===== src/rtl/mem_bank_pkg.sv =====
// Shared widths, FSM state type and bank decode for the memory-bank master.
// Optional statistics build: MEM_BANK_MASTER_STATS_EN.
package mem_bank_pkg;

   localparam int ADDR_W    = 12;
   localparam int DATA_W    = 8;
   localparam int BANK_W    = 2;
   localparam int NUM_BANKS = 1 << BANK_W;
   localparam int STAT_W    = 16;

   typedef enum logic [1:0] {
      IDLE   = 2'd0,
      SETUP  = 2'd1,
      ACCESS = 2'd2,
      TURN   = 2'd3
   } state_e;

   // The bank is selected by the top address bits.
   function automatic logic [BANK_W-1:0] bank_of(input logic [ADDR_W-1:0] addr);
      return addr[ADDR_W-1 -: BANK_W];
   endfunction

endpackage


===== src/rtl/mem_bank_stats.sv =====
// Per-bank saturating counters of completed accesses.
// Only instantiated when MEM_BANK_MASTER_STATS_EN is defined.
module mem_bank_stats
   import mem_bank_pkg::*;
(
   input  logic              clk,
   input  logic              rst_n,
   input  logic              inc_i,
   input  logic [BANK_W-1:0] bank_i,
   input  logic [BANK_W-1:0] sel_i,
   output logic [STAT_W-1:0] count_o
);

   logic [NUM_BANKS-1:0][STAT_W-1:0] cnt_q;
   logic [NUM_BANKS-1:0][STAT_W-1:0] cnt_d;

   // Counters stick at all-ones instead of wrapping.
   always_comb begin
      cnt_d = cnt_q;
      if (inc_i && (cnt_q[bank_i] != '1)) begin
         cnt_d[bank_i] = cnt_q[bank_i] + STAT_W'(1);
      end
   end

   always_ff @(posedge clk or negedge rst_n) begin
      if (!rst_n) begin
         cnt_q <= '0;
      end else begin
         cnt_q <= cnt_d;
      end
   end

   assign count_o = cnt_q[sel_i];

endmodule


===== src/rtl/mem_bank_master.sv =====
// Single-request master driving a synchronous SRAM-style bank (SETUP/ACCESS/TURN).
// Defining MEM_BANK_MASTER_STATS_EN adds stat_sel/stat_count per-bank access counters.
module mem_bank_master
   import mem_bank_pkg::*;
#(
   parameter int ACCESS_CYCLES     = 2,
   parameter int TURNAROUND_CYCLES = 1
) (
   input  logic              clk,
   input  logic              RESET_N,
   input  logic              req_valid,
   output logic              req_ready,
   input  logic              req_wr,
   input  logic [ADDR_W-1:0] req_addr,
   input  logic [DATA_W-1:0] req_wdata,
   output logic              rsp_valid,
   output logic              rsp_wr,
   output logic [DATA_W-1:0] rsp_data,
   output logic [BANK_W-1:0] rsp_bank,
   output logic              mem_ceb,
   output logic              mem_we,
   output logic              mem_re,
   output logic [ADDR_W-1:0] mem_addr,
   output logic [DATA_W-1:0] mem_din,
   input  logic [DATA_W-1:0] mem_dout,
   output logic              busy
`ifdef MEM_BANK_MASTER_STATS_EN
   ,
   input  logic [BANK_W-1:0] stat_sel,
   output logic [STAT_W-1:0] stat_count
`endif
);

   // Down-counters reload with N-1 so that zero marks the final cycle.
   localparam logic [3:0] ACC_LOAD  = 4'(ACCESS_CYCLES - 1);
   localparam logic [3:0] TURN_LOAD = 4'((TURNAROUND_CYCLES > 0) ? (TURNAROUND_CYCLES - 1) : 0);

   state_e            state_q;
   logic [3:0]        cnt_q;
   logic              wr_q;
   logic              req_ready_q;
   logic              busy_q;
   logic              rsp_valid_q;
   logic              rsp_wr_q;
   logic [DATA_W-1:0] rsp_data_q;
   logic [BANK_W-1:0] rsp_bank_q;
   logic              mem_ceb_q;
   logic              mem_we_q;
   logic              mem_re_q;
   logic [ADDR_W-1:0] mem_addr_q;
   logic [DATA_W-1:0] mem_din_q;

   // mem_addr_q/mem_din_q double as the latched request; they only load in IDLE.
   always_ff @(posedge clk or negedge RESET_N) begin
      if (!RESET_N) begin
         state_q     <= IDLE;
         cnt_q       <= '0;
         wr_q        <= 1'b0;
         req_ready_q <= 1'b1;
         busy_q      <= 1'b0;
         rsp_valid_q <= 1'b0;
         rsp_wr_q    <= 1'b0;
         rsp_data_q  <= '0;
         rsp_bank_q  <= '0;
         mem_ceb_q   <= 1'b1;
         mem_we_q    <= 1'b0;
         mem_re_q    <= 1'b0;
         mem_addr_q  <= '0;
         mem_din_q   <= '0;
      end else begin
         rsp_valid_q <= 1'b0;
         case (state_q)
            IDLE: begin
               if (req_valid) begin
                  state_q     <= SETUP;
                  wr_q        <= req_wr;
                  mem_addr_q  <= req_addr;
                  mem_din_q   <= req_wdata;
                  mem_ceb_q   <= 1'b0;
                  req_ready_q <= 1'b0;
                  busy_q      <= 1'b1;
               end
            end
            SETUP: begin
               state_q  <= ACCESS;
               cnt_q    <= ACC_LOAD;
               mem_we_q <= wr_q;
               mem_re_q <= ~wr_q;
            end
            ACCESS: begin
               if (cnt_q == 4'd0) begin
                  mem_we_q    <= 1'b0;
                  mem_re_q    <= 1'b0;
                  mem_ceb_q   <= 1'b1;
                  rsp_valid_q <= 1'b1;
                  rsp_wr_q    <= wr_q;
                  rsp_bank_q  <= bank_of(mem_addr_q);
                  rsp_data_q  <= wr_q ? '0 : mem_dout;
                  if (TURNAROUND_CYCLES == 0) begin
                     state_q     <= IDLE;
                     req_ready_q <= 1'b1;
                     busy_q      <= 1'b0;
                  end else begin
                     state_q <= TURN;
                     cnt_q   <= TURN_LOAD;
                  end
               end else begin
                  cnt_q <= cnt_q - 4'd1;
               end
            end
            TURN: begin
               if (cnt_q == 4'd0) begin
                  state_q     <= IDLE;
                  req_ready_q <= 1'b1;
                  busy_q      <= 1'b0;
               end else begin
                  cnt_q <= cnt_q - 4'd1;
               end
            end
            default: state_q <= IDLE;
         endcase
      end
   end

   assign req_ready = req_ready_q;
   assign busy      = busy_q;
   assign rsp_valid = rsp_valid_q;
   assign rsp_wr    = rsp_wr_q;
   assign rsp_data  = rsp_data_q;
   assign rsp_bank  = rsp_bank_q;
   assign mem_ceb   = mem_ceb_q;
   assign mem_we    = mem_we_q;
   assign mem_re    = mem_re_q;
   assign mem_addr  = mem_addr_q;
   assign mem_din   = mem_din_q;

`ifdef MEM_BANK_MASTER_STATS_EN
   mem_bank_stats u_stats (
      .clk     (clk),
      .rst_n   (RESET_N),
      .inc_i   (rsp_valid_q),
      .bank_i  (rsp_bank_q),
      .sel_i   (stat_sel),
      .count_o (stat_count)
   );
`endif

endmodule


===== config.mk =====
export PLATFORM = sky130hd
export DESIGN_NAME = mem_bank_master
export DESIGN_NICKNAME = d
export VERILOG_FILES = /design/src/rtl/mem_bank_pkg.sv /design/src/rtl/mem_bank_stats.sv /design/src/rtl/mem_bank_master.sv
export SDC_FILE = /design/constraint.sdc
export NUM_CORES = 1
export LEC_CHECK = 0
export CAP_MARGIN = 25
export CELL_PAD_IN_SITES_DETAIL_PLACEMENT = 0
export CELL_PAD_IN_SITES_GLOBAL_PLACEMENT = 1
export CORE_UTILIZATION = 35
export DETAILED_ROUTE_END_ITERATION = 16
export PLACE_DENSITY = 0.78
export SETUP_SLACK_MARGIN = 0.4
export SKIP_LAST_GASP = 1
export SYNTH_ARGS = -nofsm -noshare
export SYNTH_HDL_FRONTEND = slang
export SYNTH_SLANG_ARGS = --single-unit

===== constraint.sdc =====
create_clock -name clk -period 3.2 [get_ports clk]
set_clock_uncertainty 0.05 [all_clocks]
set_input_delay 0.8 -clock clk [delete_from_list [all_inputs] [get_ports clk]]
set_output_delay 0.8 -clock clk [all_outputs]
set_load 0.1 [all_outputs]

# [Word level (Yosys, flattened, before mapping)]
# Cells that the tools add are included.
[word_totals] regBits=44 out_inout_bits=37
[classes] add_sub_neg=1 eq_ne=7 muxes=19 bitwise=1 reduce_logical=13
[ops] cell="$pmux W4 S3" count=1
[ops] cell="$pmux W1 S2" count=5
[ops] cell="$reduce_and A3 Y1" count=3
[ops] cell="$mux W4" count=2
[ops] cell="$mux W8" count=1
[ops] cell="$ne A2 B2 Y1 const B" count=4
[ops] cell="$pmux W2 S4" count=1
[ops] cell="$reduce_and A2 Y1" count=4
[ops] cell="$mux W1" count=6
[ops] cell="$mux W2" count=3
[ops] cell="$reduce_bool A2 Y1" count=3
[ops] cell="$eq A2 B2 Y1 const B" count=2
[ops] cell="$logic_not A4 Y1" count=1
[ops] cell="$sub A4 B1 Y4 const B" count=1
[ops] cell="$reduce_bool A3 Y1" count=1
[ops] cell="$eq A2 B1 Y1 const B" count=1
[ops] cell="$logic_not A2 Y1" count=1
[ops] cell="$not A1 Y1" count=1

# [Depth between registers and ports, before layout]
# Gate-level depths: netlist of the first run.
[logic_depth] ltp_word=3 mapped_depth=7

# [Least setup slack after synthesis of the first run]
# Ideal clock, no wire load.
[synth_timing] path_type="reg2out" start="register busy_q, in the netlist busy" end="output port busy" arrival_ns=0.912 required_ns=2.350 slack_ns=1.438 path_stages_with_launch=1 path_buffers=0 cell_sequence="dfrtp_1"
[synth_rtl] item="start, declared" line_no="mem_bank_master.sv:42" text="logic busy_q;"
[synth_rtl] item="start signal, assigned" line_no="mem_bank_master.sv:60" text="busy_q <= 1'b0;"
[synth_rtl] item="start signal, assigned" line_no="mem_bank_master.sv:81" text="busy_q <= 1'b1;"
[synth_rtl] item="start signal, assigned" line_no="mem_bank_master.sv:102" text="busy_q <= 1'b0;"
[synth_rtl] item="end, declared" line_no="mem_bank_master.sv:26" text="output logic busy"
# No word-level cell between the ends.

# [Final worst setup path of the first run]
[layout_timing] start="input port req_valid" end="register state_q[1]"
[layout_between] elab_chain_len=2
[layout_rtl] item="start, declared" line_no="mem_bank_master.sv:11" text="input logic req_valid,"
[layout_rtl] item="$ne A2 B2 Y1 (no line)"
[layout_rtl] item="$reduce_and A3 Y1 (no line)"
[layout_rtl] item="end signal, assigned" line_no="mem_bank_master.sv:56" text="state_q <= IDLE;"
[layout_rtl] item="end signal, assigned" line_no="mem_bank_master.sv:75" text="state_q <= SETUP;"
[layout_rtl] item="end signal, assigned" line_no="mem_bank_master.sv:85" text="state_q <= ACCESS;"
[layout_rtl] item="end, declared" line_no="mem_bank_master.sv:38" text="state_e state_q;"
# Every way passes these cells.
# A chain may end at the register's enable or synchronous reset.

==> results of run 1 <==
-- kinds of logic after synthesis --
| logic type | count (synthesis) |
|---|---|
| buffers and inverters | 12 |
| muxes | 28 |
| AOI/OAI and AO/OA | 30 |
| and+or+nand+nor | 33 |
| adders and majority gates | 7 |
| DFF | 44 |
-- synth_stat cells (2+ instances only) --
master     n
ha_1       7
o21ai_0   12
o21bai_1   2
buf_2      5
mux2i_1    3
dfstp_2    2
nor2_1     3
inv_1      6
dfrtp_1   42
nor2b_1    2
a21oi_1    4
a22o_1     2
mux2_2    25
nand2_1   21
o22ai_1    2
-- stage by stage --
stage | utilization (%) | cell area, um2 | setup WS (ps)
after CTS | 52.00 | 2706 | 1195
after detailed placement | 49.93 | 2599 | 885.3
final | 52.38 | 2726 | 1189
after global placement | 49.93 | 2599 | 920.8
after floorplan | - | 1938 | 1438
after global routing | 52.38 | 2726 | 1150
-- registers in the layout, indices dropped and copies added, names as in the netlist, 2 cells and up --
signal    count
cnt_q         4
mem_addr     12
mem_din       8
rsp_bank      2
rsp_data      8
state_q       2
-- routing by layer --
| layer | part of all wire (%) | GRT usage, % | wire length (um) | vias up |
|---|---|---|---|---|
| li1 | - | - | - | 678 |
| met1 | 49 | 18.92 | 1895 | 648 |
| met2 | 41 | 20.45 | 1599 | 53 |
| met3 | 8.9 | 5.988 | 345 | 4 |
| met4 | 1.2 | 5.192 | 46 | 0 |
| met5 | 0 | 0 | 0 | - |
-- final timing paths --
check | endpoint | depth (start not counted) | slack (ps)
min | mem_addr[6] | 1 | 270
max | state_q[1] | 4 | 1190
max in group asynchronous | req_ready | 2 | 2330
max reg2reg | state_q[1] | 5 | 1240
min in group clk | rsp_wr | 2 | 430
min reg2reg | rsp_wr | 2 | 430
-- worst max-delay path, stage by stage --
cell	delay [ps]
clkdlybuf4s50_1	500
nor2b_1	260
o21bai_1	210
mux2_2	370
-- final cells by class --
type	instances	area [um2]
Clock buffer	6	72.57
Tap cell	70	87.58
Timing Repair Buffer	71	618.1
Multi-Input combinational cell	98	783.3
Inverter	7	26.28
Fill cell	489	2479
Clock inverter	2	35.03
Sequential cell	44	1104
==> results.md, run 1 <==
- Synth Area in Compound Gates: 10.97%
- Cells after Synth: 154
- Total routed wirelength: 3.887 mm
- Outcome: completed
- Post-Synth XOR/XNOR Area: 0%
- Final min period: 2011 ps
- Post-DR wirelength/cell: 13.04 um
- Distinct cells, synth: 31
- Setup crit end kind: flop
- Final Wtd Congestion: 0.7624
- Synth Net Count: 193
- CTS max path bufs: 2
- Fin. Hold Viols: 0
- Critical Path AT: 2140 ps
- Total gr overflow: 0
- Initial DRT Pass Iterations: 4
- Max_slew headroom: 71.62%
- Post-CTS Hold Buffers: 0
- Row count: 26
- Mux contribution to synthesized area: 16.07%
- Post-CTS setup buffers: 0
- Yosys reg bits: 44
- DRC violations left: 0
- Final Cycle Share: 62.83%
- Seq/Total Area, Yosys: 56.94%
- Commonest non-fill, non-tap cells in the layout: dfrtp_1, buf_4, clkdlybuf4s50_1, mux2_2, nand2_1
- Clock-pin transition on the worst setup and hold timing paths: 80 ps
- HP Class: input port to asynchronous set/reset pin
- Num CTS Buffers: 5
- Syn_area_per_cell: 12.59 um2
- Initial DRC Count: 34
- CTS sink count: 44
- Async SR Flop Fraction: 100.0%
- Final max-slew violation count: 0
- Diodes inserted: 0
- DR vias: 1383
- Worst hold slack: 274.9 ps
- Cell area after synthesis: 1938 um2
- Share of layout cells above drive strength 1: 34.65%
- RR Startpoint: state_q[0]
- Initial antenna violation count: 0
- Vias in the first global route: 1386
- Root Buffer: clkbuf_8
- Die footprint: 5839 um2
- Starting density of the core: 37.24%
- Max Cap Viol: 0
- GRT Total Usage: 14.19%
- Die H: 76.42 um
- Port bufs: 68
- Worst setup path start: req_valid
- RSZ-0062 raised after global routing: no
- Worst-path fanout max: 6
- Post-DRT Antenna Nets: 0
- Cts repair resizes: 0
- Clk_lat worst skew: 290 ps
- Worst Setup Start Kind: input port
- Placed cell count: 289
- WP data required: 3330 ps
- Largest family of logic cells by synthesized area: multiplexers
- Simple-gate area share of the yosys netlist: 8.844%
- Setup CP Type: input port to flop
- Detailed placer's ending HPWL: 2.738 mm
- Global-route wire length before repair: 6.568 mm
- Fin cells: 298
- Leading area contributor after synthesis: dfrtp_1
- Synth area leaders: dfrtp_1, mux2_2, ha_1
- Fmax: 0.4974 GHz
- Commonest non-fill, non-tap cell in the layout: dfrtp_1
- Fin nets: 266
- Tightest Pin Transition: 424.1 ps
- Io pins: 69
- Largest net degree at the start of global routing: 45
- Vias per cell: 4.641
- Chip Width: 76.42 um
- Synth top area share: 54.23%
- Post-Synth Adder-Cell Area: 4.519%
- Post-synth EDFFs: 0
- Setup Total Neg Slack: 0 ps
- CTS tree: done
- Ys flop type: dfrtp_1
- Core area: 5205 um2
- Synthesis-to-finish area growth: 40.67%
- Yosys warns: 0
- Count of final setup violators: 0
- Htree depth: 2
Power of run 1 is not shown: default switching activity piles up to over one toggle a cycle in this logic, so the estimate is an artifact.
==> inputs of run 2 (changes only) <==
--- a/config.mk
+++ b/config.mk
@@ -8,9 +8,9 @@
 export CAP_MARGIN = 25
 export CELL_PAD_IN_SITES_DETAIL_PLACEMENT = 0
 export CELL_PAD_IN_SITES_GLOBAL_PLACEMENT = 1
-export CORE_UTILIZATION = 35
+export CORE_UTILIZATION = 31
 export DETAILED_ROUTE_END_ITERATION = 16
-export PLACE_DENSITY = 0.78
+export PLACE_DENSITY = 0.73
 export SETUP_SLACK_MARGIN = 0.4
 export SKIP_LAST_GASP = 1
 export SYNTH_ARGS = -nofsm -noshare
==> constraint.sdc (replaced) <==
create_clock -name clk -period 1.6 [get_ports clk]
set_clock_uncertainty 0.05 [all_clocks]
set_input_delay 0.4 -clock clk [delete_from_list [all_inputs] [get_ports clk]]
set_output_delay 0.4 -clock clk [all_outputs]
set_load 0.1 [all_outputs]
==> results.md, run 2 (synthesis results as in run 1) <==
- Final max-slew violation count: 0
- Core area: 5991 um2
- CTS tree: done
- Row count: 28
- Fmax: 0.6360 GHz
- Vias per cell: 4.730
- Placed cell count: 306
- Setup crit end kind: primary output
- Fin nets: 318
- Count of final setup violators: 0
- Vias in the first global route: 1620
- Num CTS Buffers: 5
- Diodes inserted: 0
- Post-route cell area: 4073 um2
- Crit-path slowest cell: dfstp_4
- Cell chain of the critical path: buf_12
- DRC violations left: 0
- Die H: 81.07 um
- RSZ-0062 raised after global routing: yes
- Total gr overflow: 0
- Worst Setup Start Kind: flop
- Final min period: 1572 ps
- Starting density of the core: 32.35%
- Die footprint: 6572 um2
- Initial DRT Pass Iterations: 4
- Worst hold slack: 475.4 ps
- Clk_lat worst skew: 300 ps
- Initial antenna violation count: 0
- GRT Total Usage: 16.82%
- Largest net degree at the start of global routing: 31
- Worst-path fanout max: 2
- Commonest non-fill, non-tap cells in the layout: buf_12, buf_4, dfrtp_2, clkdlybuf4s50_1, mux2_4
- Fin cells: 355
- Critical path's top delay family: flip-flops
- Commonest non-fill, non-tap cell in the layout: buf_12
- Max Cap Viol: 0
- Final Cycle Share: 98.27%
- Io pins: 69
- Final Wtd Congestion: 0.7476
- Port bufs: 68
- Max_slew headroom: 79.89%
- Worst path bufs/invs: 1
- Max incr delay on CP: 650 ps
- Clock-pin transition on the worst setup and hold timing paths: 90 ps
- Total routed wirelength: 5.573 mm
- Detailed placer's ending HPWL: 3.575 mm
- Synthesis-to-finish area growth: 110.1%
- Global-route wire length before repair: 8.293 mm
- Outcome: completed
- Root Buffer: clkbuf_8
- DR vias: 1679
- Setup CP Type: flop to primary output
- CTS max path bufs: 2
- Share of layout cells above drive strength 1: 72.50%
- Max FFs per register: 12
- WP data required: 1150 ps
- Initial DRC Count: 63
- CTS sink count: 44
- Tightest Pin Transition: 301.4 ps
- Chip Width: 81.07 um
- HP Class: input port to asynchronous set/reset pin
- Post-DRT Antenna Nets: 0
- Post-DR wirelength/cell: 15.70 um
- Critical Path AT: 1120 ps
- Area after DPL: 3396 um2
- Fin. Hold Viols: 0
- Htree depth: 2
[run 2: cell count changes in the layout (fill, tap and decap cells not counted), moves of 9 or more]
cell / delta
buf_12: +40
dfrtp_1: -36
nand2_1: -10
o21ai_0: -9
dfrtp_2: +36
mux2_4: +23
mux2_2: -23
[run 2: metrics by stage]
step	setup slack, ps	utilization [%]	setup TNS, ps
2_1_floorplan	79.28	-	0
3_3_place_gp	-136.3	56.68	-2608
3_5_place_dp	-150.1	56.68	-2985
4_1_cts	12.23	63.87	0
5_1_grt	-7.856	67.98	-7.856
6_report	27.65	67.98	0
[run 2: cell type report]
type	count	area (um2)
Fill cell	423	1918
Timing Repair Buffer	123	1605
Sequential cell	44	1156
Multi-Input combinational cell	98	1104
Tap cell	75	93.84
Clock buffer	6	72.57
Inverter	7	28.78
Clock inverter	2	12.51
[run 2: per-layer routing]
metal | vias up | part of all wire [%] | global-route usage (%)
met1 | 846 | 44 | 22.47
met2 | 40 | 52 | 27.82
met4 | 0 | 1.1 | 4.286
li1 | 787 | - | -
met3 | 6 | 3.3 | 3.371
met5 | - | 0 | 0
[run 2: final timing paths]
| check | cells after the start | end | slack [ps] | startpoint |
|---|---|---|---|---|
| max in group asynchronous | 3 | mem_din[6] | 570 | RESET_N |
| worst max register to register | 5 | state_q[0] | 40 | cnt_q[1] |
| min in group clk | 2 | rsp_wr | 510 | rsp_wr |
| worst min-delay path | 2 | busy | 480 | RESET_N |
| worst min register to register | 2 | rsp_wr | 510 | rsp_wr |
| worst max-delay path | 1 | mem_ceb | 30 | mem_ceb |
[run 2: what timing repair did]
item | 4_1_cts | 5_1_grt
endpoints found under the setup margin | 81 | 107
hold endpoints to repair | 12 | 0
buffers inserted | 23 | 14
pin swaps | 8 | 16
hold buffers | 1 | 0
cloned | 1 | 2
gates resized for setup | 25 | 34
Power of run 2 is left out for the same reason.
==> inputs of run 3 (changes only) <==
--- a/config.mk
+++ b/config.mk
@@ -9,6 +9,7 @@
 export CELL_PAD_IN_SITES_DETAIL_PLACEMENT = 0
 export CELL_PAD_IN_SITES_GLOBAL_PLACEMENT = 1
 export CORE_UTILIZATION = 31
+export CTS_CLUSTER_SIZE = 10
 export DETAILED_ROUTE_END_ITERATION = 16
 export PLACE_DENSITY = 0.73
 export SETUP_SLACK_MARGIN = 0.4
==> results of run 3 <==
Same layout as run 2: the final DEF is identical, and so are final timing and power.
Power of run 3 is left out for the same reason.
==> patch, RTL diff (settings of run 3) <==
Change the parameter `TURNAROUND_CYCLES` from 1 to 0.
--- a/src/rtl/mem_bank_master.sv
+++ b/src/rtl/mem_bank_master.sv
@@ -4,7 +4,7 @@
    import mem_bank_pkg::*;
 #(
    parameter int ACCESS_CYCLES     = 2,
-   parameter int TURNAROUND_CYCLES = 1
+   parameter int TURNAROUND_CYCLES = 0
 ) (
    input  logic              clk,
    input  logic              RESET_N,
Behaviour: not the same (a bounded check fails within 10 cycles, from zero or initial values and one cycle with RESET_N low).
==> patch against run 3 <==
First-iteration DRC count shrank 27%; critical path type is now reg -> reg; sequential cell count stayed put; setup slack got worse by 0.011 ns; sequential share of layout area up 4.7 points; die area shrank 8.6%; wire length down 16%; critical path depth up 5; synthesized area decreased by 8.8%; design area shrank 15%.
Power is not shown: default switching activity piles up to over one toggle a cycle in this logic, so the estimate is an artifact.
==> patch: results (changes against run 3) <==
----------------------------------------------------
[Critical path]
  Path depth of the worst reg2reg path ... 6 (+1)
  WS Path Type ... reg -> reg
  Worst r2r src ... cnt_q[0]
  Highest fanout seen on the critical path ... 3 (+1)
  Cell type group with the largest total delay on the critical path ... simple AND/OR/NAND/NOR gates
  Worst flop-to-flop path endpoint ... cnt_q[3]
  Slowest Stage Delay on Critical Path ... 0.42 ns (-0.23 ns)
  Max stage delay cell, worst path ... sky130_fd_sc_hd__or4_4

[Synthesis]
  Area fraction in compound gates after synthesis ... 3.40% (-7.6 points)
  Dominant cells by area after synthesis ... sky130_fd_sc_hd__dfrtp_1, sky130_fd_sc_hd__mux2_1, sky130_fd_sc_hd__mux2_2
  Arithmetic-cell share of the synthesized area counting full adders, half adders and majority gates ... 1.42% (-3.1 points)
  Post-synth top cells ... sky130_fd_sc_hd__dfrtp_1, sky130_fd_sc_hd__mux2_1, sky130_fd_sc_hd__nor2b_1
  Post-synthesis mux area share ... 22.2% (+6.1 points)
  Number of different library cells in the post-synthesis netlist ... 25 (-19%)
  Syn_nets ... 159 (-18%)
  Part of the Yosys area used for sequential elements ... 62.5% (+5.5 points)

[GRT]
  Total Routing Usage GR ... 16.7% (-0.076 points)
  Maximum number of pins on one net before global-route repair ... 24 (-23%)
  Via count of the first global-routing pass ... 1,546 (-4.6%)
  First-pass GRT wire length ... 7580 um (-8.6%)

[Place]
  Final HPWL DP ... 3250 um (-9.0%)
  Routability-driven placement congestion ratio ... 0.692 (-7.4%)

[Routing]
  Per-cell routed wire length ... 15.9 um (+1.2%)
  Total number of vias ... 1,370 (-18%)
  Violation count after the first detailed-routing iteration ... 46 (-27%)

[Outcome]
  Outcome ... finished clean

[Timing]
  Worst-case headroom to the max-slew limit ... 64.6% (-15 points)

[Cells and area]
  Net count reported at finish ... 257 (-19%)
  Share of layout cells above drive strength 1 ... 64.3% (-8.2 points)

[Clock tree]
  Later-pin clock latency in the skew report ... 0.29 ns

----------------------------------------------------
## patch: layout make-up
| cell class | count | area, um^2 |
|---|---|---|
| clock buffer | 7 | 76.3 |
| clock inverter | 1 | 5.00 |
| fill | 419 | 2030 |
| inverter | 4 | 15.0 |
| multi-input combinational | 72 | 762 |
| sequential | 44 | 1150 |
| tap | 72 | 90.1 |
| timing repair buffer | 96 | 1380 |
## patch: worst reg2reg max path, stage by stage (launching register included)
cell and delay, ns:
sky130_fd_sc_hd__dfrtp_1 0.39, sky130_fd_sc_hd__inv_2 0.06, sky130_fd_sc_hd__ha_4 0.17, sky130_fd_sc_hd__buf_4 0.13
sky130_fd_sc_hd__or4_4 0.42, sky130_fd_sc_hd__o21ai_2 0.15, sky130_fd_sc_hd__a22o_1 0.15
## patch: cells by family after synthesis
logic type / Yosys count
simple gates: 25
mux: 35
flops: 44
compound gates: 10
fa+ha+maj: 2
buf+inv: 9
## patch: worst min path at each step
| stage | slack [ns] | startpoint | endpoint |
|---|---|---|---|
| 2_1_floorplan | 0.05 | RESET_N | busy |
| 6_report | 0.03 | RESET_N | mem_addr[5] |
| 3_3_place_gp | 0.35 | RESET_N | cnt_q[3] |
| 3_5_place_dp | 0.36 | RESET_N | cnt_q[3] |
| 5_1_grt | 0.06 | RESET_N | cnt_q[1] |
| 4_1_cts | 0.04 | RESET_N | cnt_q[0] |
## patch: repair_timing
item	4_1_cts	5_1_grt
pin swaps	4	3
cloned	3	0
gates resized for setup	18	5
endpoints found under the setup margin	79	80
buffers inserted	12	4
## patch: routing by layer
layer	track usage, %	part of all wire [%]	wire length [um]
met1	19.5	40	1890
met2	27.8	49	2310
met3	6.71	8.7	408
met4	5.85	2.0	92
met5	0	0	0
## patch: through the flow
| step | worst slack, ns | util (%) | instances | cell area (um^2) |
|---|---|---|---|---|
| finish | 0.0170 | 63.2 | 296 | 3480 |
| global route | -0.0486 | 63.2 | 296 | 3480 |
| CTS | 0.0254 | 62.3 | 292 | 3430 |
| detailed placement | -0.240 | 56.8 | 269 | 3130 |
| global placement | -0.181 | 56.8 | 269 | 3130 |
| floorplan | 0.0353 | - | 125 | 1940 |
